### config.mk
export PLATFORM = sky130hd
export DESIGN_NAME = bus_interface_flat
export DESIGN_NICKNAME = d
export VERILOG_FILES = /design/src/rtl/bus_interface_if.sv /design/src/rtl/bus_interface.sv /design/src/flat_wrapper.sv
export SDC_FILE = /design/constraint.sdc
export NUM_CORES = 1
export LEC_CHECK = 0
export BUFFER_PORTS_ARGS = -buffer_cell sky130_fd_sc_hd__buf_4
export CORE_MARGIN = 10
export CORE_UTILIZATION = 61
export CTS_BUF_LIST = sky130_fd_sc_hd__clkbuf_4
export DETAILED_ROUTE_END_ITERATION = 16
export GPL_TIMING_DRIVEN = 0
export PLACE_DENSITY_LB_ADDON = 0.2
export SLEW_MARGIN = 20
export SYNTH_ARGS = -nofsm -noshare
export SYNTH_HDL_FRONTEND = slang
export SYNTH_SLANG_ARGS = --single-unit
export TNS_END_PERCENT = 10
### constraint.sdc
create_clock -name clk -period 4.2 [get_ports clk]
set_clock_uncertainty 0.05 [all_clocks]
set_input_delay 1.26 -clock clk [delete_from_list [all_inputs] [get_ports clk]]
set_output_delay 1.26 -clock clk [all_outputs]
set_load 0.03 [all_outputs]
### src/rtl/bus_interface_if.sv
// Request/response handshake and 16-bit external memory bus for bus_interface.
// slave = the bus interface block itself; master = control unit plus memory side.
interface bus_interface_if;
  localparam int unsigned AW = 20;
  localparam int unsigned DW = 16;

  logic          req_valid;
  logic          req_ready;
  logic [AW-1:0] req_addr;
  logic          req_we;
  logic          req_word;
  logic [DW-1:0] req_wdata;
  logic          rsp_valid;
  logic [DW-1:0] rsp_rdata;
  logic          rsp_err;
  logic          mem_ale;
  logic [AW-1:0] mem_addr;
  logic          mem_bhe_n;
  logic          mem_rd_n;
  logic          mem_wr_n;
  logic [DW-1:0] mem_wdata;
  logic [DW-1:0] mem_rdata;
  logic          mem_ready;

  modport slave (
    input  req_valid, req_addr, req_we, req_word, req_wdata, mem_rdata, mem_ready,
    output req_ready, rsp_valid, rsp_rdata, rsp_err,
           mem_ale, mem_addr, mem_bhe_n, mem_rd_n, mem_wr_n, mem_wdata
  );

  modport master (
    output req_valid, req_addr, req_we, req_word, req_wdata, mem_rdata, mem_ready,
    input  req_ready, rsp_valid, rsp_rdata, rsp_err,
           mem_ale, mem_addr, mem_bhe_n, mem_rd_n, mem_wr_n, mem_wdata
  );
endinterface

### src/rtl/bus_interface.sv
// 8086-style T1..T4 bus cycle engine with byte lanes, wait states and odd-word splitting.
// Optional BIU_TIMEOUT_EN: abort after TIMEOUT_CYCLES consecutive TW cycles with rsp_err.
module bus_interface #(
  parameter int unsigned TIMEOUT_CYCLES = 16
) (
  input logic            clk,
  input logic            rst_n,
  bus_interface_if.slave bus
);
  localparam int unsigned AW = 20;
  localparam int unsigned DW = 16;

  typedef enum logic [2:0] {S_IDLE, S_T1, S_T2, S_T3, S_TW, S_T4} state_e;

  state_e        state_q, state_d;
  logic [AW-1:0] addr_q, addr_d;
  logic          we_q, we_d;
  logic          word_q, word_d;
  logic          half_q, half_d;
  logic [DW-1:0] wdata_q, wdata_d;
  logic [DW-1:0] rdata_q, rdata_d;

  logic          req_ready_q, req_ready_d;
  logic          rsp_valid_q, rsp_valid_d;
  logic [DW-1:0] rsp_rdata_q, rsp_rdata_d;
  logic          rsp_err_q, rsp_err_d;
  logic          mem_ale_q, mem_ale_d;
  logic [AW-1:0] mem_addr_q, mem_addr_d;
  logic          mem_bhe_n_q, mem_bhe_n_d;
  logic          mem_rd_n_q, mem_rd_n_d;
  logic          mem_wr_n_q, mem_wr_n_d;
  logic [DW-1:0] mem_wdata_q, mem_wdata_d;

  logic [AW-1:0] cur_addr_c;
  logic          strobe_c;
  logic          abort_c;

`ifdef BIU_TIMEOUT_EN
  localparam int unsigned TW_CNT_W = $clog2(TIMEOUT_CYCLES + 1);
  logic [TW_CNT_W-1:0] tw_cnt_q, tw_cnt_d;
  logic                err_q, err_d;
  assign abort_c = err_q;
`else
  assign abort_c = 1'b0;
`endif

  // Next state, request latching, read-lane capture; outputs derive from the next state
  always_comb begin
    state_d     = state_q;
    addr_d      = addr_q;
    we_d        = we_q;
    word_d      = word_q;
    half_d      = half_q;
    wdata_d     = wdata_q;
    rdata_d     = rdata_q;
    rsp_valid_d = 1'b0;
    rsp_rdata_d = rsp_rdata_q;
    rsp_err_d   = 1'b0;
`ifdef BIU_TIMEOUT_EN
    tw_cnt_d    = tw_cnt_q;
    err_d       = err_q;
`endif

    case (state_q)
      S_IDLE: begin
        if (bus.req_valid && req_ready_q) begin
          addr_d  = bus.req_addr;
          we_d    = bus.req_we;
          word_d  = bus.req_word;
          wdata_d = bus.req_wdata;
          half_d  = 1'b0;
          rdata_d = '0;
`ifdef BIU_TIMEOUT_EN
          err_d   = 1'b0;
`endif
          state_d = S_T1;
        end
      end
      S_T1: state_d = S_T2;
      S_T2: state_d = S_T3;
      S_T3, S_TW: begin
        if (bus.mem_ready) begin
          if (word_q && !addr_q[0]) rdata_d = bus.mem_rdata;
          else if (half_q)          rdata_d[15:8] = bus.mem_rdata[7:0];
          else                      rdata_d[7:0] = addr_q[0] ? bus.mem_rdata[15:8] : bus.mem_rdata[7:0];
          state_d = S_T4;
        end else begin
`ifdef BIU_TIMEOUT_EN
          if (state_q == S_TW) tw_cnt_d = tw_cnt_q + TW_CNT_W'(1);
          if (state_q == S_TW && tw_cnt_q == TW_CNT_W'(TIMEOUT_CYCLES - 1)) begin
            err_d   = 1'b1;
            state_d = S_T4;
          end else begin
            state_d = S_TW;
          end
`else
          state_d = S_TW;
`endif
        end
      end
      S_T4: begin
        // Odd word: low byte came from the high lane, fetch the high byte at addr+1
        if (word_q && addr_q[0] && !half_q && !abort_c) begin
          half_d  = 1'b1;
          state_d = S_T1;
        end else begin
          rsp_valid_d = 1'b1;
          rsp_rdata_d = (we_q || abort_c) ? '0 : rdata_q;
          rsp_err_d   = abort_c;
          state_d     = S_IDLE;
        end
      end
      default: state_d = S_IDLE;
    endcase

`ifdef BIU_TIMEOUT_EN
    if (state_d == S_T1) tw_cnt_d = '0;
`endif

    cur_addr_c  = half_d ? AW'(addr_d + AW'(1)) : addr_d;
    strobe_c    = (state_d == S_T2) || (state_d == S_T3) || (state_d == S_TW);

    req_ready_d = (state_d == S_IDLE);
    mem_ale_d   = (state_d == S_T1);
    mem_rd_n_d  = !(strobe_c && !we_d);
    mem_wr_n_d  = !(strobe_c && we_d);
    mem_addr_d  = (state_d == S_T1) ? cur_addr_c : mem_addr_q;

    mem_bhe_n_d = mem_bhe_n_q;
    if (state_d == S_T1)        mem_bhe_n_d = half_d || !(addr_d[0] || word_d);
    else if (state_d == S_IDLE) mem_bhe_n_d = 1'b1;

    mem_wdata_d = mem_wdata_q;
    if (state_d == S_T2 && we_d) begin
      if (half_d)         mem_wdata_d = {8'h00, wdata_d[15:8]};
      else if (addr_d[0]) mem_wdata_d = {wdata_d[7:0], 8'h00};
      else if (word_d)    mem_wdata_d = wdata_d;
      else                mem_wdata_d = {8'h00, wdata_d[7:0]};
    end
  end

  always_ff @(posedge clk or negedge rst_n) begin
    if (!rst_n) begin
      state_q     <= S_IDLE;
      addr_q      <= '0;
      we_q        <= 1'b0;
      word_q      <= 1'b0;
      half_q      <= 1'b0;
      wdata_q     <= '0;
      rdata_q     <= '0;
      req_ready_q <= 1'b1;
      rsp_valid_q <= 1'b0;
      rsp_rdata_q <= '0;
      rsp_err_q   <= 1'b0;
      mem_ale_q   <= 1'b0;
      mem_addr_q  <= '0;
      mem_bhe_n_q <= 1'b1;
      mem_rd_n_q  <= 1'b1;
      mem_wr_n_q  <= 1'b1;
      mem_wdata_q <= '0;
`ifdef BIU_TIMEOUT_EN
      tw_cnt_q    <= '0;
      err_q       <= 1'b0;
`endif
    end else begin
      state_q     <= state_d;
      addr_q      <= addr_d;
      we_q        <= we_d;
      word_q      <= word_d;
      half_q      <= half_d;
      wdata_q     <= wdata_d;
      rdata_q     <= rdata_d;
      req_ready_q <= req_ready_d;
      rsp_valid_q <= rsp_valid_d;
      rsp_rdata_q <= rsp_rdata_d;
      rsp_err_q   <= rsp_err_d;
      mem_ale_q   <= mem_ale_d;
      mem_addr_q  <= mem_addr_d;
      mem_bhe_n_q <= mem_bhe_n_d;
      mem_rd_n_q  <= mem_rd_n_d;
      mem_wr_n_q  <= mem_wr_n_d;
      mem_wdata_q <= mem_wdata_d;
`ifdef BIU_TIMEOUT_EN
      tw_cnt_q    <= tw_cnt_d;
      err_q       <= err_d;
`endif
    end
  end

  assign bus.req_ready = req_ready_q;
  assign bus.rsp_valid = rsp_valid_q;
  assign bus.rsp_rdata = rsp_rdata_q;
  assign bus.rsp_err   = rsp_err_q;
  assign bus.mem_ale   = mem_ale_q;
  assign bus.mem_addr  = mem_addr_q;
  assign bus.mem_bhe_n = mem_bhe_n_q;
  assign bus.mem_rd_n  = mem_rd_n_q;
  assign bus.mem_wr_n  = mem_wr_n_q;
  assign bus.mem_wdata = mem_wdata_q;
endmodule

### src/flat_wrapper.sv
// flat-port wrapper written by rule: the top's interface ports become plain ports
module bus_interface_flat 
#(
  parameter int unsigned TIMEOUT_CYCLES = 16
)
  (clk, rst_n, bus_req_valid, bus_req_addr, bus_req_we, bus_req_word, bus_req_wdata, bus_mem_rdata, bus_mem_ready, bus_req_ready, bus_rsp_valid, bus_rsp_rdata, bus_rsp_err, bus_mem_ale, bus_mem_addr, bus_mem_bhe_n, bus_mem_rd_n, bus_mem_wr_n, bus_mem_wdata);
  bus_interface_if bus_i ();
  input logic clk;
  input logic rst_n;
  input wire logic [$bits(bus_i.req_valid)-1:0] bus_req_valid;
  input wire logic [$bits(bus_i.req_addr)-1:0] bus_req_addr;
  input wire logic [$bits(bus_i.req_we)-1:0] bus_req_we;
  input wire logic [$bits(bus_i.req_word)-1:0] bus_req_word;
  input wire logic [$bits(bus_i.req_wdata)-1:0] bus_req_wdata;
  input wire logic [$bits(bus_i.mem_rdata)-1:0] bus_mem_rdata;
  input wire logic [$bits(bus_i.mem_ready)-1:0] bus_mem_ready;
  output wire logic [$bits(bus_i.req_ready)-1:0] bus_req_ready;
  output wire logic [$bits(bus_i.rsp_valid)-1:0] bus_rsp_valid;
  output wire logic [$bits(bus_i.rsp_rdata)-1:0] bus_rsp_rdata;
  output wire logic [$bits(bus_i.rsp_err)-1:0] bus_rsp_err;
  output wire logic [$bits(bus_i.mem_ale)-1:0] bus_mem_ale;
  output wire logic [$bits(bus_i.mem_addr)-1:0] bus_mem_addr;
  output wire logic [$bits(bus_i.mem_bhe_n)-1:0] bus_mem_bhe_n;
  output wire logic [$bits(bus_i.mem_rd_n)-1:0] bus_mem_rd_n;
  output wire logic [$bits(bus_i.mem_wr_n)-1:0] bus_mem_wr_n;
  output wire logic [$bits(bus_i.mem_wdata)-1:0] bus_mem_wdata;
  assign bus_i.req_valid = bus_req_valid;
  assign bus_i.req_addr = bus_req_addr;
  assign bus_i.req_we = bus_req_we;
  assign bus_i.req_word = bus_req_word;
  assign bus_i.req_wdata = bus_req_wdata;
  assign bus_i.mem_rdata = bus_mem_rdata;
  assign bus_i.mem_ready = bus_mem_ready;
  assign bus_req_ready = bus_i.req_ready;
  assign bus_rsp_valid = bus_i.rsp_valid;
  assign bus_rsp_rdata = bus_i.rsp_rdata;
  assign bus_rsp_err = bus_i.rsp_err;
  assign bus_mem_ale = bus_i.mem_ale;
  assign bus_mem_addr = bus_i.mem_addr;
  assign bus_mem_bhe_n = bus_i.mem_bhe_n;
  assign bus_mem_rd_n = bus_i.mem_rd_n;
  assign bus_mem_wr_n = bus_i.mem_wr_n;
  assign bus_mem_wdata = bus_i.mem_wdata;
  bus_interface #(.TIMEOUT_CYCLES(TIMEOUT_CYCLES)) u_core (.clk(clk), .rst_n(rst_n), .bus(bus_i));
endmodule
After elaboration in Yosys (flattened, before gate mapping) --
Index checks and enable logic that the tools add are counted.
Word-level totals: register bits 116
Operators by class: $add $sub $neg 1, equality and inequality tests 13, muxes and demuxes 31, bitwise gates (word level) 1, reduce and logical (&&, ||, !) cells 25
Operator list (count):
- $mux 16 | 9
- $mux 20 | 3
- $pmux 16 s2 | 1
- $mux 8 | 3
- $add 20x1->20 const B | 1
- $pmux 3 s5 | 1
- $eq 3x2->1 const B | 4
- $mux 1 | 12
- $eq 3x3->1 const B | 3
- $reduce_and 4->1 | 2
- $logic_and 1x1->1 | 7
- $eq 3x1->1 const B | 2
- $logic_not 1->1 | 6
- $logic_not 3->1 | 2
- $logic_or 1x1->1 | 4
- $reduce_bool 2->1 | 2
- $mux 3 | 1
- $ne 3x1->1 const B | 1
- $ne 3x3->1 const B | 1
- $ne 2x1->1 const B | 1
- $ne 2x2->1 const B | 1
- $pmux 1 s2 | 1
- $reduce_and 2->1 | 1
- $reduce_or 2->1 | 1
- $not 1->1 | 1

Logic depth before layout (Yosys ltp) --
Gate-level depths: netlist of the first run.
depth in word-level cells 9, gate-level depth with buffers 14, gate-level depth less buffers 10

Worst setup path before layout of the first run --
Ideal clock, no wire load.
kind in2reg, start point input port bus_req_valid, end point register u_core.mem_addr_q[16] (netlist: u_core.bus.mem_addr[16]), library setup time 0.123 ns, data arrival time 3.203 ns, slack 0.824 ns, stages on the path 13, path buffers 3, cell sequence and3b_1 > and2_1 > buf_6 > buf_6 > buf_4 > nand2_1 > nand2_1 > ha_1 > and3_1 > nand2_1 > nor4b_2 > xnor2_1 > o21ai_1
On the way: word-level cells in the longest chain between the ends 5, elaborated cells on any way between the ends 10, classes of those cells add/sub (1); eq/ne (1); mux (7); reduce/logical (1)
Ends and longest elaborated chain:
- start, declared | RTL line flat_wrapper.sv:10 | input wire logic [$bits(bus_i.req_valid)-1:0] bus_req_valid;
- $logic_and 1x1->1 | RTL line bus_interface.sv:66 | if (bus.req_valid && req_ready_q) begin
- $mux 20 | RTL line bus_interface.sv:66
- $mux 20 | RTL line bus_interface.sv:64 | case (state_q)
- via u_core.addr_d[0] | RTL line bus_interface.sv:16 | logic [AW-1:0] addr_q, addr_d;
- $add 20x1->20 | RTL line bus_interface.sv:120 | cur_addr_c = half_d ? AW'(addr_d + AW'(1)) : addr_d;
- $mux 20 | RTL line bus_interface.sv:120
- end signal, assigned | RTL line bus_interface.sv:178 | mem_addr_q <= mem_addr_d;
- end, declared | RTL line bus_interface.sv:28 | logic [AW-1:0] mem_addr_q, mem_addr_d;
The timed path passes the listed nets, and every way through them passes these cells. A chain may end at the register's enable or synchronous reset.

Worst setup path in the final report of the first run --
start point input port bus_req_valid, end point register u_core.mem_addr_q[18] (netlist: u_core.bus.mem_addr[18])
The elaborated chain is that of the path after synthesis.

==> results of run 1 <==
cell usage in the layout, fill, tap and decap left out, types with 10 or more instances in the layout:
cell type / count
a22oi_1: 11
xnor2_1: 11
buf_2: 10
clkbuf_4: 17
buf_4: 120
nand3_1: 11
dfrtp_1: 112
mux2i_1: 10
nor2_1: 23
nand3b_1: 17
nand2_1: 143
clkbuf_1: 16
a21oi_1: 34
mux2_2: 23
report_power, final:
group	total, mW	leakage [nW]	switching (mW)	internal [mW]
clock network	1.02	0.180	0.436	0.586
registers	1.95	1.46	0.332	1.62
logic	2.41	1.65	1.46	0.946
worst min-delay path: stages (launching register included):
cell	delay, ps
dfrtp_1	350
nand2_1	50
nand2_1	50
final cells by class:
| type | instances | share of cell area [%] |
|---|---|---|
| Inverter | 4 | 0.219 |
| Clock buffer | 17 | 1.86 |
| Antenna cell | 1 | 0.0364 |
| Sequential cell | 116 | 42.4 |
| Clock inverter | 15 | 3.44 |
| Multi-Input combinational cell | 391 | 34.5 |
| Buffer | 37 | 2.97 |
| Timing Repair Buffer | 115 | 12.7 |
| Tap cell | 108 | 1.97 |
cell families after synthesis:
family                     count (synthesis)
buffers and inverters                     41
adders and majority gates                  1
muxes                                     37
xor gates and xnor gates                  18
other                                      1
AOI/OAI and AO/OA                         93
and+or+nand+nor                          241
DFF                                      116
stage by stage:
step | power [mW] | area (um^2) | util [%]
3_5_place_dp | 4.36 | 6500 | 74.1
6_report | 5.38 | 6870 | 78.3
5_1_grt | 5.69 | 6870 | 78.3
3_3_place_gp | 4.27 | 6490 | 74.1
2_1_floorplan | 3.52 | 5490 | -
4_1_cts | 5.39 | 6860 | 78.3
per-layer routing:
layer | part of all wire (%) | wire [um] | global-route usage, %
met1 | 40 | 5790 | 25.8
met2 | 50 | 7160 | 36.0
met3 | 8.4 | 1220 | 7.60
met4 | 2.0 | 295 | 7.67
met5 | 0 | 0 | 0
worst min-delay path by stage:
stage | start | end | depth (start not counted)
detailed placement | u_core.bus.rsp_rdata[6] | u_core.bus.rsp_rdata[6] | 2
global placement | u_core.bus.rsp_rdata[7] | u_core.bus.rsp_rdata[7] | 2
CTS | u_core.bus.rsp_rdata[15] | u_core.bus.rsp_rdata[15] | 2
global route | u_core.bus.rsp_rdata[6] | u_core.bus.rsp_rdata[6] | 2
floorplan | u_core.rdata_q[0] | u_core.rdata_q[0] | 2
finish | u_core.bus.rsp_rdata[15] | u_core.bus.rsp_rdata[15] | 2
state kept, by name, indices dropped and copies added, names as in the netlist:
| name | cells |
|---|---|
| u_core.addr_q | 20 |
| u_core.bus.mem_addr | 20 |
| u_core.bus.mem_wdata | 16 |
| u_core.bus.rsp_rdata | 16 |
| u_core.rdata_q | 16 |
| u_core.wdata_q | 16 |
| u_core.state_q | 3 |
| u_core.bus.mem_ale | 1 |
| u_core.bus.mem_bhe_n | 1 |
| u_core.bus.mem_rd_n | 1 |
| u_core.bus.mem_wr_n | 1 |
| u_core.bus.req_ready | 1 |
| u_core.bus.rsp_valid | 1 |
| u_core.half_q | 1 |
| u_core.we_q | 1 |
| u_core.word_q | 1 |
==> results.rst, run 1 <==
.. list-table::
   :header-rows: 1

   * - Metric
     - Value
   * - Netlist cell types
     - 49
   * - Ordered list of cells on the worst path
     - buf_4, and3b_1, nand2_1, clkbuf_1, nand2_1, nand2_1, ha_1, and3_1, nand2_1, nor4b_2, xnor2_1, o21ai_1
   * - Combined global-route utilization of all metal layers
     - 21.8%
   * - H-tree depth reported by CTS
     - 4
   * - Number of hold-slack violations in the final timing report
     - 0
   * - Fin crit share
     - 84.6%
   * - Clock buffers created by TritonCTS
     - 17
   * - Buffers plus inverters on the worst setup path
     - 2
   * - Area overhead of the layout relative to synthesis
     - 25.0%
   * - Fin crit period
     - 3560 ps
   * - Post-route worst setup slack
     - between 600 and 700 ps
   * - End point of the critical path
     - u_core.bus.mem_addr[18]
   * - Library cell with the largest summed area after synthesis
     - dfrtp_1
   * - Post-route insts no fill
     - 804
   * - Vias
     - 4720
   * - First-pass GRT wire length
     - between 20000 and 25000 um
   * - Syn Inst Count
     - 548
   * - Net Count, Synth
     - 607
   * - Vias per cell
     - 5.87
   * - Clock latency reported for the late side of the worst-skew pair
     - 510 ps
   * - Worst-path fanout max
     - 10
   * - Total number of placement rows
     - 34
   * - Endpoint of the lowest-slack register-to-register path
     - u_core.bus.mem_addr[18]
   * - Area taken by flip-flops and latches
     - a little under 3000 um^2
   * - Worst R2R Setup Slack
     - 910 ps
   * - Starting Density
     - 62.7%
   * - Hpwl dp
     - 10400 um
   * - Largest delay share family, worst path
     - simple AND/OR/NAND/NOR gates
   * - TritonCTS clock tree
     - built
   * - Mux share of post-synthesis cell area
     - 7.63%
   * - Critical path startpoint category
     - primary input
   * - Post-synth EDFFs
     - 0
   * - RSZ-0062 raised after global routing
     - false
   * - Height of the chip
     - 115 um
   * - Cell mode on critical path
     - nand2_1
   * - Syn_area_per_cell
     - roughly 10 um^2
   * - Number of antenna violations at the first check in global routing
     - 1
   * - Number of buffers on the longest clock path
     - 2
   * - Clock transition at the registers of the reported paths
     - approximately 100 ps
   * - Total count of max-transition violations in the final report
     - 0
   * - Fraction of layout instances using a drive strength above 1
     - 30.2%
   * - Worst slew pin tran
     - 908 ps
   * - CTS-repair resized insts
     - 0
   * - Critical Path Stages
     - 12
   * - FILL cells
     - ~600
   * - Congestion Overflow GR
     - 0
   * - Worst slack after detailed placement
     - 247 ps
   * - Cts-stage hold buffer count
     - 0
   * - Leakage power summed over all cells
     - ~3.3 nW
   * - Critical-path top delay cell
     - clkbuf_1
   * - Area share of xor/xnor cells in the synthesized design
     - 2.87%
   * - Peak supply drop
     - 478 uV
   * - Yosys synthesis warning count
     - 0
   * - Run status
     - completed
   * - Worst setup startpoint
     - bus_req_valid
   * - Die area
     - 13200 um^2
   * - Most used flip-flop cell after synthesis
     - dfrtp_1
   * - Number of buffers added on ports
     - 115
   * - Setup tns final
     - 0 ps
   * - Area taken by multi-input logic gates
     - 2370 um^2
   * - Classification of the worst-slack hold path
     - register to register
   * - Wirelength per Cell
     - 18.0 um
   * - Number of maximum-capacitance violations
     - 0
   * - Cell with the most instances after synthesis
     - nand2_1
   * - Final setup violation count
     - 0
   * - Worst stage delay on the critical path
     - 470 ps
   * - Number of global-route vias before repair
     - roughly 4800
   * - Normalized max-slew margin
     - 39.5%
   * - Post-CTS Setup Repair Bufs
     - 0
   * - Area of the mapped netlist
     - 5490 um^2
   * - Launching point of the worst reg2reg path
     - u_core.state_q[0]
   * - Required arrival time at the worst endpoint
     - 4550 ps
   * - Total power density per cell area
     - 783 nW/um^2
   * - Proportion of register bits with asynchronous set or reset after synthesis
     - 100%
   * - Data arrival time of the critical path
     - 3900 ps
   * - Number of synthesized register bits
     - 116
   * - Final weighted congestion in routability-driven placement
     - 0.875
   * - Die width
     - between 100 and 150 um
   * - # IOs
     - 117
   * - Root Buffer Master
     - clkbuf_4
   * - Portion of synthesized cell area occupied by the leading cell type
     - roughly half
   * - Complex-gate fraction of the synthesized area
     - 11.0%
   * - Maximum number of pins on one net before global-route repair
     - 117
   * - Leading cell types by total area after synthesis
     - dfrtp_1 51%, nand2_1 9.8%, mux2_2 4.7%
   * - Arithmetic-cell share of the synthesized area counting full adders, half adders and majority gates
     - 0.228%
   * - Combinational family with the most area after synthesis
     - simple AND/OR/NAND/NOR gates
   * - Max Freq
     - ~280 MHz
   * - Post-Place Cells
     - 771
   * - Endpoint class of the critical path
     - register
   * - Total Nets Final
     - roughly 740
   * - Number of nets still failing antenna checks after routing
     - 0
   * - Reg2Reg Depth
     - 14
   * - Kind of critical path
     - primary input to register
   * - Synthesized-area fraction occupied by and/or/nand/nor cells
     - between 20% and 30%
   * - Final hold slack
     - 425 ps
   * - Sequential-to-total area share from yosys stat
     - 52.9%
   * - Drt pass-1 iters
     - 5
   * - Core region area
     - around 8800 um^2
   * - Number of remaining DRC errors
     - 0
   * - Most frequent cells after synthesis
     - 143 x nand2_1, 112 x dfrtp_1, 34 x a21oi_1, 23 x mux2_2, 23 x nor2_1
   * - Number of design-rule violations left by the first detailed-router iteration
     - 344
   * - Drt total wl
     - 14500 um
   * - Number of sinks handled by clock tree synthesis
     - 116
Power figures use the tool's default switching activity.
==> run 2: changes to the inputs <==
--- a/config.mk
+++ b/config.mk
@@ -5,9 +5,10 @@
 export SDC_FILE = /design/constraint.sdc
 export NUM_CORES = 1
 export LEC_CHECK = 0
+export ABC_AREA = 1
 export BUFFER_PORTS_ARGS = -buffer_cell sky130_fd_sc_hd__buf_4
 export CORE_MARGIN = 10
-export CORE_UTILIZATION = 61
+export CORE_UTILIZATION = 57
 export CTS_BUF_LIST = sky130_fd_sc_hd__clkbuf_4
 export DETAILED_ROUTE_END_ITERATION = 16
 export GPL_TIMING_DRIVEN = 0
==> constraint.sdc (replaced) <==
create_clock -name clk -period 3.6 [get_ports clk]
set_clock_uncertainty 0.05 [all_clocks]
set_input_delay 1.08 -clock clk [delete_from_list [all_inputs] [get_ports clk]]
set_output_delay 1.08 -clock clk [all_outputs]
set_load 0.03 [all_outputs]
==> run 2 against run 1 <==
  * Utilization down 6.4 points
  * Sequential power up 9.7%
  * Critical endpoint is now u_core.bus.mem_addr[8]
  * Sequential share of layout area down 3.0 points
  * Largest power group unchanged
  * Global-route usage up 1.4 points
  * Clock-buffer cell count up 2
  * Flip-flop and latch count unchanged
  * Clock power up 6%
  * Largest cell class unchanged
  * Final area up 7.7%
==> results.rst, run 2 <==
.. list-table::
   :header-rows: 1

   * - Metric
     - Value
   * - Ordered list of cells on the worst path
     - buf_4, nand2_2, inv_2, nand3_4, buf_6, nand2_1, nand2_1, ha_1, nand3_2, nor2_2, nand3_2, nor2_1, nand2_1, nand3_1, nand2_1
   * - Combined global-route utilization of all metal layers
     - 23.1% (+1.4 points)
   * - Die width
     - 123 um (+6.7%)
   * - Endpoint class of the critical path
     - register
   * - Critical-path top delay cell
     - ha_1
   * - Classification of the worst-slack hold path
     - primary input to asynchronous set/reset pin
   * - Leading cell types by total area after synthesis
     - dfrtp_1 47%, nand2_1 14%, inv_1 6.5%
   * - Most common cell after layout, fill and taps aside
     - nand2_1
   * - Fraction of layout instances using a drive strength above 1
     - 24.9% (-5.3 points)
   * - Normalized max-slew margin
     - 61.7% (+22 points)
   * - TritonCTS clock tree
     - built
   * - Post-CTS Setup Repair Bufs
     - 0 (unchanged)
   * - Area of the mapped netlist
     - 6000 um^2 (+9.3%)
   * - Clock latency reported for the late side of the worst-skew pair
     - 540 ps (+30 ps)
   * - Number of sinks handled by clock tree synthesis
     - 116 (unchanged)
   * - Starting Density
     - 58.4% (-4.3 points)
   * - Syn_area_per_cell
     - 7.98 um^2 (-20%)
   * - Fin crit share
     - 80.4%
   * - Worst slew pin tran
     - 570 ps (-338 ps)
   * - Setup tns final
     - 0 ps (unchanged)
   * - Data arrival time of the critical path
     - 3270 ps (-630 ps)
   * - Number of maximum-capacitance violations
     - 0 (unchanged)
   * - CTS-repair resized insts
     - 0 (unchanged)
   * - Worst stage delay on the critical path
     - 250 ps (-220 ps)
   * - Die area
     - 15000 um^2 (+14%)
   * - Proportion of register bits with asynchronous set or reset after synthesis
     - 100% (unchanged)
   * - Cell with the most instances after synthesis
     - nand2_1
   * - Hpwl dp
     - 12400 um (+19%)
   * - Largest delay share family, worst path
     - simple AND/OR/NAND/NOR gates
   * - Drt pass-1 iters
     - 5 (unchanged)
   * - Arithmetic-cell share of the synthesized area counting full adders, half adders and majority gates
     - 0.208% (-0.019 points)
   * - Combinational family with the most area after synthesis
     - simple AND/OR/NAND/NOR gates
   * - Final weighted congestion in routability-driven placement
     - 1.03 (+17%)
   * - Mux share of post-synthesis cell area
     - 0% (-7.6 points)
   * - Total power density per cell area
     - 952 nW/um^2 (+22%)
   * - Complex-gate fraction of the synthesized area
     - 11.3% (+0.23 points)
   * - Number of remaining DRC errors
     - 0 (unchanged)
   * - Congestion Overflow GR
     - 0 (unchanged)
   * - Number of design-rule violations left by the first detailed-router iteration
     - 484 (+41%)
   * - Clock transition at the registers of the reported paths
     - 110 ps (about the same)
   * - Leakage power summed over all cells
     - 3.86 nW (+17%)
   * - Fin crit period
     - 2890 ps
   * - Cell mode on critical path
     - nand2_1
   * - Vias per cell
     - 5.30 (-9.7%)
   * - Core region area
     - 10300 um^2 (+17%)
   * - Total count of max-transition violations in the final report
     - 0 (unchanged)
   * - Netlist cell types
     - 40 (-18%)
   * - Run status
     - completed
   * - First-pass GRT wire length
     - 27400 um (+18%)
   * - Critical path startpoint category
     - primary input
   * - Cts-stage hold buffer count
     - 0 (unchanged)
   * - Wirelength per Cell
     - 16.2 um (-10%)
   * - Peak supply drop
     - 471 uV (-1.5%)
   * - Root Buffer Master
     - clkbuf_4
   * - Required arrival time at the worst endpoint
     - 3970 ps (-580 ps)
   * - FILL cells
     - 848 (+42%)
   * - Number of hold-slack violations in the final timing report
     - 0 (unchanged)
   * - Sequential-to-total area share from yosys stat
     - 48.4% (-4.5 points)
   * - # IOs
     - 117 (unchanged)
   * - Kind of critical path
     - primary input to register
   * - Height of the chip
     - 123 um (+6.7%)
   * - Yosys synthesis warning count
     - 0 (unchanged)
   * - Post-synth EDFFs
     - 0 (unchanged)
   * - Number of global-route vias before repair
     - 5529 (+15%)
   * - Total Nets Final
     - 946 (+28%)
   * - Area taken by multi-input logic gates
     - 2500 um^2 (+5.8%)
   * - Number of buffers on the longest clock path
     - 2 (unchanged)
   * - Net Count, Synth
     - 811 (+34%)
   * - Worst slack after detailed placement
     - 229 ps (-17.6 ps)
   * - RSZ-0062 raised after global routing
     - false
   * - Syn Inst Count
     - 752 (+37%)
   * - Synthesized-area fraction occupied by and/or/nand/nor cells
     - 29.6% (+8.3 points)
   * - Most frequent cells after synthesis
     - 230 x nand2_1, 112 x dfrtp_1, 104 x inv_1, 54 x nand3_1, 46 x o21ai_0
   * - Max Freq
     - 346 MHz
   * - Final setup violation count
     - 0 (unchanged)
   * - Buffers plus inverters on the worst setup path
     - 3 (+1)
   * - Number of nets still failing antenna checks after routing
     - 0 (unchanged)
   * - H-tree depth reported by CTS
     - 4 (unchanged)
   * - Vias
     - 5493 (+16%)
   * - Number of antenna violations at the first check in global routing
     - 0 (-1)
   * - Antenna diodes
     - 0 (-1)
   * - Area taken by flip-flops and latches
     - 2910 um^2 (unchanged)
   * - Portion of synthesized cell area occupied by the leading cell type
     - 46.7% (-4.3 points)
   * - Total number of placement rows
     - 37 (+8.8%)
   * - Library cell with the largest summed area after synthesis
     - dfrtp_1
   * - Area overhead of the layout relative to synthesis
     - 23.2%
   * - Post-route worst setup slack
     - 707 ps (+62.1 ps)
   * - Clock buffers created by TritonCTS
     - 17 (unchanged)
   * - Area share of xor/xnor cells in the synthesized design
     - 0.584% (-2.3 points)
   * - Drt total wl
     - 16800 um (+16%)
   * - Total design power
     - 7.04 mW (+31%)
   * - Maximum number of pins on one net before global-route repair
     - 78 (-33%)
   * - Worst-path fanout max
     - 10 (unchanged)
   * - Number of synthesized register bits
     - 116 (unchanged)
   * - Most frequent cells in the layout
     - 230 x nand2_1, 116 x buf_4, 112 x dfrtp_1
   * - Number of buffers added on ports
     - 115 (unchanged)
   * - Most used flip-flop cell after synthesis
     - dfrtp_1
-- run 2: routing by layer --
metal	GRT usage, %	up-vias	routed length (um)
li1	-	2648	-
met1	31.7	2595	7450
met2	35.2	224	7660
met3	5.65	26	1390
met4	8.10	0	258
met5	0	-	0
-- run 2: kinds of logic (layout without fill, tap and decap cells) --
family | after synthesis | in the layout
simple gates | 387 | 387
compound gates | 106 | 106
fa+ha+maj | 1 | 1
buf+inv | 137 | 285
other cells | 1 | 1
flops | 116 | 116
xor+xnor | 4 | 4
-- run 2: per-stage QoR --
step           area (um^2)  util [%]  std cells  hold slack [ps]
2_1_floorplan         6000         -        752              402
3_3_place_gp          7040      68.5       1003              417
3_5_place_dp          7070      68.8       1004              417
4_1_cts               7390      71.9       1036              397
5_1_grt               7390      71.9       1036              379
6_report              7390      71.9       1036              388
-- run 2: area by class of cell --
class	count	area share [%]
Clock inverter	13	2.47
Inverter	110	5.62
Multi-Input combinational cell	499	33.9
Clock buffer	19	1.93
Timing Repair Buffer	116	12.1
Buffer	27	2.37
Sequential cell	116	39.3
Tap cell	136	2.30
-- run 2: final timing paths --
path,startpoint,end,slack (ps),cells past startpoint
setup / recovery,bus_req_valid,u_core.bus.mem_addr[8],710,15
hold / removal,rst_n,u_core.bus.rsp_rdata[7],390,1
hold reg to reg,u_core.bus.mem_addr[12],u_core.bus.mem_addr[12],440,2
setup reg to reg,u_core.state_q[0],u_core.bus.mem_addr[8],920,13
min in group clk,u_core.bus.mem_addr[12],u_core.bus.mem_addr[12],440,2
max in group asynchronous,rst_n,u_core.bus.req_ready,2380,2
-- run 2: power breakdown --
group / total (mW) / switching [mW] / internal, mW
Clock: 1.08 / 0.518 / 0.565
Combinational: 3.82 / 2.56 / 1.26
Sequential: 2.14 / 0.289 / 1.85
Total: 7.04 / 3.37 / 3.67
